File: config.mk
export PLATFORM = sky130hd
export DESIGN_NAME = frog_game_ctrl
export DESIGN_NICKNAME = d
export VERILOG_FILES = /design/src/rtl/frog_game_ctrl.sv
export SDC_FILE = /design/constraint.sdc
export NUM_CORES = 1
export LEC_CHECK = 0
export BUFFER_PORTS_ARGS = -buffer_cell sky130_fd_sc_hd__buf_2
export CORE_MARGIN = 2
export CORE_UTILIZATION = 63
export DETAILED_ROUTE_END_ITERATION = 10
export PLACE_DENSITY = 0.85
export SLEW_MARGIN = 20
export SYNTH_ARGS = -nofsm -noshare
export SYNTH_HDL_FRONTEND = slang
export SYNTH_SLANG_ARGS = --single-unit
File: constraint.sdc
create_clock -name dclk -period 3.5 [get_ports dclk]
set_input_delay 0.175 -clock dclk [delete_from_list [all_inputs] [get_ports dclk]]
set_output_delay 0.175 -clock dclk [all_outputs]
set_load 0.02 [all_outputs]
File: src/rtl/frog_game_ctrl.sv
// rtl/frog_game_ctrl.sv - frame-ticked frog/croc game state controller
// Hit overlap accumulates per pixel; everything else moves once per v-sync rising edge.
module frog_game_ctrl #(
  parameter int STEP          = 2,
  parameter int CROC1_SPD     = 1,
  parameter int CROC2_SPD     = 2,
  parameter int CROC3_SPD     = 3,
  parameter int FREEZE_FRAMES = 60,
  parameter int START_X       = 152,
  parameter int START_Y       = 240,
  parameter int FROG_XMIN     = 152,
  parameter int FROG_XMAX     = 743,
  parameter int FROG_YMIN     = 40,
  parameter int FROG_YMAX     = 471,
  parameter int CROC_MIN      = 32,
  parameter int CROC_MAX      = 400
) (
  input  logic       dclk,
  input  logic       rst,
  input  logic       vga_v_sync,
  input  logic       InFrog,
  input  logic       InCroc,
  input  logic       btn_up,
  input  logic       btn_down,
  input  logic       btn_left,
  input  logic       btn_right,
  input  logic       btn_start,
  output logic [9:0] FrogX,
  output logic [9:0] FrogY,
  output logic [8:0] CrocY1,
  output logic [8:0] CrocY2,
  output logic [8:0] CrocY3,
  output logic [3:0] score,
  output logic [1:0] lives,
  output logic       game_over
);

  typedef enum logic [1:0] {S_PLAY, S_HIT, S_WIN, S_OVER} state_t;

  localparam logic signed [10:0] STEP_S = 11'(STEP);
  localparam logic signed [10:0] XMIN_S = 11'(FROG_XMIN);
  localparam logic signed [10:0] XMAX_S = 11'(FROG_XMAX);
  localparam logic signed [10:0] YMIN_S = 11'(FROG_YMIN);
  localparam logic signed [10:0] YMAX_S = 11'(FROG_YMAX);
  localparam logic [9:0] XMAX_U   = 10'(FROG_XMAX);
  localparam logic [9:0] START_XU = 10'(START_X);
  localparam logic [9:0] START_YU = 10'(START_Y);
  localparam logic [9:0] CMIN     = 10'(CROC_MIN);
  localparam logic [9:0] CMAX     = 10'(CROC_MAX);
  localparam logic [9:0] SPD1     = 10'(CROC1_SPD);
  localparam logic [9:0] SPD2     = 10'(CROC2_SPD);
  localparam logic [9:0] SPD3     = 10'(CROC3_SPD);
  localparam logic [7:0] FREEZE_LAST = 8'(FREEZE_FRAMES - 1);

  state_t            state_q, state_d;
  logic              vs_q;
  logic              hit_q, hit_d;
  logic [7:0]        freeze_q, freeze_d;
  logic [9:0]        frog_x_q, frog_x_d, frog_y_q, frog_y_d;
  logic [8:0]        c1_y_q, c1_y_d, c2_y_q, c2_y_d, c3_y_q, c3_y_d;
  logic              c1_dn_q, c1_dn_d, c2_dn_q, c2_dn_d, c3_dn_q, c3_dn_d;
  logic [3:0]        score_q, score_d;
  logic [1:0]        lives_q, lives_d;
  logic              go_q;
  logic              tick, overlap;
  logic signed [10:0] nx, ny;
  logic [9:0]        c1_n, c2_n, c3_n;

  // Returns {direction, position}; direction 1 means moving down.
  function automatic logic [9:0] croc_step(input logic [8:0] y, input logic dn,
                                           input logic [9:0] spd);
    logic [9:0] y10, sum, diff;
    y10  = {1'b0, y};
    sum  = y10 + spd;
    diff = y10 - spd;
    if (dn) begin
      if (sum > CMAX) croc_step = {1'b0, CMAX[8:0]};
      else            croc_step = {1'b1, sum[8:0]};
    end else begin
      if (y10 < CMIN + spd) croc_step = {1'b1, CMIN[8:0]};
      else                  croc_step = {1'b0, diff[8:0]};
    end
  endfunction

  assign tick    = vga_v_sync & ~vs_q;
  assign overlap = InFrog & InCroc;
  assign c1_n    = croc_step(c1_y_q, c1_dn_q, SPD1);
  assign c2_n    = croc_step(c2_y_q, c2_dn_q, SPD2);
  assign c3_n    = croc_step(c3_y_q, c3_dn_q, SPD3);

  always_ff @(posedge dclk) begin
    if (rst) begin
      state_q  <= S_PLAY;
      vs_q     <= 1'b0;
      hit_q    <= 1'b0;
      freeze_q <= 8'd0;
      frog_x_q <= START_XU;
      frog_y_q <= START_YU;
      c1_y_q   <= 9'd32;
      c1_dn_q  <= 1'b1;
      c2_y_q   <= 9'd200;
      c2_dn_q  <= 1'b1;
      c3_y_q   <= 9'd400;
      c3_dn_q  <= 1'b0;
      score_q  <= 4'd0;
      lives_q  <= 2'd3;
      go_q     <= 1'b0;
    end else begin
      state_q  <= state_d;
      vs_q     <= vga_v_sync;
      hit_q    <= hit_d;
      freeze_q <= freeze_d;
      frog_x_q <= frog_x_d;
      frog_y_q <= frog_y_d;
      c1_y_q   <= c1_y_d;
      c1_dn_q  <= c1_dn_d;
      c2_y_q   <= c2_y_d;
      c2_dn_q  <= c2_dn_d;
      c3_y_q   <= c3_y_d;
      c3_dn_q  <= c3_dn_d;
      score_q  <= score_d;
      lives_q  <= lives_d;
      go_q     <= (state_d == S_OVER);
    end
  end

  always_comb begin
    state_d  = state_q;
    hit_d    = hit_q;
    freeze_d = freeze_q;
    frog_x_d = frog_x_q;
    frog_y_d = frog_y_q;
    score_d  = score_q;
    lives_d  = lives_q;
    {c1_dn_d, c1_y_d} = {c1_dn_q, c1_y_q};
    {c2_dn_d, c2_y_d} = {c2_dn_q, c2_y_q};
    {c3_dn_d, c3_y_d} = {c3_dn_q, c3_y_q};

    // Opposing buttons cancel; signed 11-bit math keeps the clamp from wrapping.
    nx = $signed({1'b0, frog_x_q});
    ny = $signed({1'b0, frog_y_q});
    if (btn_right & ~btn_left)      nx = nx + STEP_S;
    else if (btn_left & ~btn_right) nx = nx - STEP_S;
    if (btn_down & ~btn_up)         ny = ny + STEP_S;
    else if (btn_up & ~btn_down)    ny = ny - STEP_S;
    if (nx < XMIN_S)      nx = XMIN_S;
    else if (nx > XMAX_S) nx = XMAX_S;
    if (ny < YMIN_S)      ny = YMIN_S;
    else if (ny > YMAX_S) ny = YMAX_S;

    if (tick && state_q != S_OVER) begin
      {c1_dn_d, c1_y_d} = c1_n;
      {c2_dn_d, c2_y_d} = c2_n;
      {c3_dn_d, c3_y_d} = c3_n;
    end

    case (state_q)
      S_PLAY: begin
        if (tick) begin
          hit_d = overlap;
          if (hit_q) begin
            lives_d  = lives_q - 2'd1;
            freeze_d = 8'd0;
            state_d  = S_HIT;
          end else if (frog_x_q >= XMAX_U) begin
            score_d  = score_q + 4'd1;
            freeze_d = 8'd0;
            state_d  = S_WIN;
          end else begin
            frog_x_d = nx[9:0];
            frog_y_d = ny[9:0];
          end
        end else if (overlap) begin
          hit_d = 1'b1;
        end
      end
      S_HIT, S_WIN: begin
        if (tick) begin
          freeze_d = freeze_q + 8'd1;
          if (freeze_q == FREEZE_LAST) begin
            frog_x_d = START_XU;
            frog_y_d = START_YU;
            hit_d    = 1'b0;
            state_d  = (lives_q == 2'd0) ? S_OVER : S_PLAY;
          end
        end
      end
      S_OVER: begin
        if (tick && btn_start) begin
          lives_d  = 2'd3;
          score_d  = 4'd0;
          frog_x_d = START_XU;
          frog_y_d = START_YU;
          hit_d    = 1'b0;
          state_d  = S_PLAY;
        end
      end
      default: state_d = S_PLAY;
    endcase
  end

  assign FrogX     = frog_x_q;
  assign FrogY     = frog_y_q;
  assign CrocY1    = c1_y_q;
  assign CrocY2    = c2_y_q;
  assign CrocY3    = c3_y_q;
  assign score     = score_q;
  assign lives     = lives_q;
  assign game_over = go_q;

endmodule

==> impl.org <==
** Critical path
- In this run the worst setup path begins at CrocY1[0]$_SDFFE_PP0P_.
- Maximum cell stage delay along the critical path :: 550 ps
- For flop-to-flop paths, the worst setup slack is 700 ps.
- Total number of cells along the worst setup path :: 8
- Data on the critical path arrives at its endpoint at 3050 ps.
- The worst register-to-register path has a depth of 8.
- Worst Path Required :: 3750 ps
- Traced cell by cell, the critical path runs through ha_1 -> or3b_1 -> a21oi_1 -> a311o_1 -> a32oi_1 -> nor3b_2 -> a221oi_1 -> a2111oi_2.
- CP bufs+invs :: 0
- Crit start category :: register
- The endpoint identified for the worst register-to-register timing path is CrocY1[2]$_SDFFE_PP0P_.
- In this design, the largest share of critical-path delay is due to compound AO/OA/AOI/OAI gates.
- Critical-path top delay cell :: nor3b_2
- Along the worst path, the maximum fanout reaches 10.
- Following the worst setup path forward leads to its endpoint at CrocY1[2]$_SDFFE_PP0P_.
- The startpoint identified for the worst register-to-register timing path is CrocY1[0]$_SDFFE_PP0P_.
- By startpoint and endpoint, the worst setup path is classified as reg -> reg.
- The worst setup path is captured at a register.

** Clock network
- Number of clock sinks seen by CTS :: 68
- Clock-pin slew on the worst setup and hold paths :: 80 ps
- Longest Clk Path Bufs :: 2
- Clock tree root buffer cell :: clkbuf_8
- CTS built an H-tree with a depth of 3.
- In this run, post-CTS hold repair placed 0 buffers.
- TritonCTS created 9 clock buffers.
- Clock latency on the worst-skew pair, taken at its later pin, is 350 ps.
- In this run the post-CTS setup repair buffer count came out at 0.
- After clock tree synthesis, the repair step resized 0 gates.
- CTS tree :: done

** Power
- Power spread over the standard cell area amounts to 437 nW/µm².
- Of the total power, the clock network draws 25.5%.
- Reg power frac :: 36.8%
- For this design the static power due to leakage is 0.00237 µW.
- Switching share of power :: 40.7%
- IR analysis of the VDD net gives a maximum drop of 0.386 mV.
- Power Total :: 2630 µW
- Switching power summed over all nets :: 1070 µW
- Cell internal power was estimated by the tool at 1560 µW.
- Combinational power share :: 37.7%

** Timing
- The number of slew-limit violations in the final report came to 0.
- Final setup violation count :: 0
- Post-route worst hold slack :: 81.0 ps
- Across the routed clock network, the largest skew measured is 13.5 ps.
- Fmax :: 357 MHz
- TNS Setup :: 0 ps
- Setup repair after global routing left no endpoint under its margin.
- Clock period minus worst slack :: 2800 ps
- Final number of hold-violating endpoints :: 0
- At the pin with the least slew margin, the transition time is 1000 ps.
- Measured against its own limit, the worst slew margin works out to 31.4%.
- The final critical path takes up 80.0% of the cycle.

** Detailed routing
- Final routed DRC violation total :: 0
- Total number of vias :: 5737
- Dividing the detail-routed via count by the number of cells gives 6.62.
- Once detail routing completed, the nets flagged for antenna violations numbered 0.
- The final layout contains routed wiring with a total length of 14.1 mm.
- Iter 0 DRT Violations :: 330
- TritonRoute pass-1 iters :: 5
- Avg WL per Cell :: 16.3 µm

** Logic synthesis
- Counting every instance in the synthesized netlist gives 729.
- Synth Flop Type :: dfxtp_1
- The average instance in the mapped netlist occupies 7.67 µm².
- dfxtp_1 is the most common cell in the netlist.
- Summing the sequential cell areas from Yosys gives 24.4% of the chip area.
- Number of flops mapped to enable cells by yosys :: 0
- The biggest area contributor in the post-synthesis netlist is dfxtp_1.
- Sorting the synthesized cells by area gives the leading types as dfxtp_1, a21oi_1, nand2_1, o21ai_0, ha_1.
- Of all flip-flops after synthesis, the portion carrying an async set or reset was 0%.
- Commonest cells post-synth :: dfxtp_1, nand2_1, nor2_1, a21oi_1, o21ai_0
- The top cell type by area accounts for 24.4% of the synthesized area.
- After synthesis, the netlist uses 100 different library cells.
- Number of warnings reported in the yosys synthesis log :: 0
- The synthesized design contains 68 register bits.
- Synthesis produced a netlist with a net count of 756.
- Combined area of all synthesized cells :: 5590 µm²

** Die
- Core area :: 8680 µm²
- Io pins :: 64
- The initial utilization of the core area, before any placement, comes to 64.4%.
- Number of cell rows :: 34
- Die area :: 9640 µm²
- The floorplan step set the die width to 98.2 µm.
- Chip height :: 98.2 µm

** Min path
- The min-delay analysis places its worst path in the category in -> reg.

** GRT
- Overall Global Routing Usage :: 28.7%
- Number of antenna violations at the first check in global routing :: 0
- Overall overflow remaining after global route :: 0
- The via count of the first global-routing pass came to 5151.
- The first global-routing pass estimated 23.6 mm of wire.
- Entering global routing, the biggest net connects 31 pins.

** Cells and area
- P&R area growth vs syn :: 7.63%
- Count of non-filler cells in the finished layout :: 866
- Total area of multi-input combinational cells :: 3850 µm²
- Fillers :: 723
- The post-route netlist has 15.6% of its cells at a drive strength greater than 1.
- # diodes :: 0
- The final layout contains 780 nets.
- Across the whole layout, storage elements account for 1360 µm².

** Job
- Max-cap viol count :: 0

** Place
- Placed instance count :: 850
- Detailed placement finished with a half-perimeter wire length of 10.1 mm.
- Routability-driven placement finished with a final weighted congestion of 0.946.
- Port buffering added 62 buffers.

** Run status
- The run finished with clean final reports.
-- cell families (layout without fill, tap and decap cells) --
family                   Yosys count  after routing  share of synthesized area (%)
flip-flops                        68             68                           24.4
multiplexers                      10             10                           2.06
buffers and inverters             87            116                           6.69
XOR/XNOR                          34             34                           5.60
other                              1              1                         0.0671
AO/OA/AOI/OAI                    229            229                           29.2
AND/OR/NAND/NOR                  283            283                           28.2
adder cells (fa/ha/maj)           17             17                           3.80
-- worst reg2reg max path, delay by kind of cell, from the launching register on --
| kind | cells | cell delay, ps |
|---|---|---|
| compound gates | 5 | 1050 |
| fa+ha+maj | 1 | 340 |
| flops | 1 | 380 |
| simple gates | 2 | 930 |
-- layout make-up --
class | instances | share of cell area (%)
Timing Repair Buffer | 65 | 5.53
Tap cell | 108 | 2.25
Clock inverter | 6 | 1.06
Inverter | 35 | 2.18
Sequential cell | 68 | 22.6
Clock buffer | 10 | 2.29
Multi-Input combinational cell | 574 | 64.1
-- metal layers --
metal	vias up	GRT usage, %	share of wire (%)
met4	0	9.69	1.6
met5	-	0	0
met2	213	48.1	49
met3	21	4.72	6.1
met1	2733	37.6	44
li1	2770	-	-
-- power by group through the flow --
| stage | Combinational [µW] | Clock, µW | Sequential (µW) |
|---|---|---|---|
| after floorplan | 761 | 0 | 976 |
| after global placement | 947 | 0 | 973 |
| after detailed placement | 977 | 0 | 981 |
| after CTS | 982 | 671 | 964 |
| after global routing | 1090 | 706 | 984 |
| final | 991 | 669 | 967 |
-- through the flow --
stage          util, %  instance area [µm²]  worst slack [ps]
2_1_floorplan        -                 5590               984
5_1_grt           69.3                 6020               452
3_3_place_gp      67.0                 5820               845
3_5_place_dp      67.0                 5820               750
4_1_cts           69.3                 6020               736
6_report          69.3                 6020               699
-- worst min path at each step --
stage,start,end,slack [ps],cells after the start
after global routing,vga_v_sync,vs_q$_SDFF_PP0_,90,2
after CTS,vga_v_sync,vs_q$_SDFF_PP0_,60,2
after floorplan,vga_v_sync,vs_q$_SDFF_PP0_,300,1
final,vga_v_sync,vs_q$_SDFF_PP0_,80,2
after detailed placement,vga_v_sync,vs_q$_SDFF_PP0_,430,2
after global placement,vga_v_sync,vs_q$_SDFF_PP0_,420,2
-- flip-flops by register name (all words and copies together) (netlist names) --
register,flops
hit_q,1
state_q,2
vs_q,1
CrocY2,8
lives,2
c2_dn_q,1
score,4
game_over,1
FrogX,10
FrogY,10
c1_dn_q,1
c3_dn_q,1
CrocY3,9
CrocY1,9
freeze_q,8
-- placed cells by master, fill, tap and decap left out, drive strengths merged, types with 8 or more instances in the layout --
cell,netlist,layout
a211oi,8,8
a21oi,51,51
a31oi,8,8
and2,11,11
and3,11,11
buf,20,65
clkbuf,32,10
dfxtp,68,68
ha,17,17
inv,34,34
mux2i,8,8
nand2,59,59
nand2b,13,13
nand3,28,28
nand4,12,12
nor2,51,51
nor3,22,22
nor3b,8,8
o21ai,53,53
o31ai,9,9
or2,8,8
or3,17,17
xnor2,25,25
xor2,9,9
(Power assumes the default switching activity.)
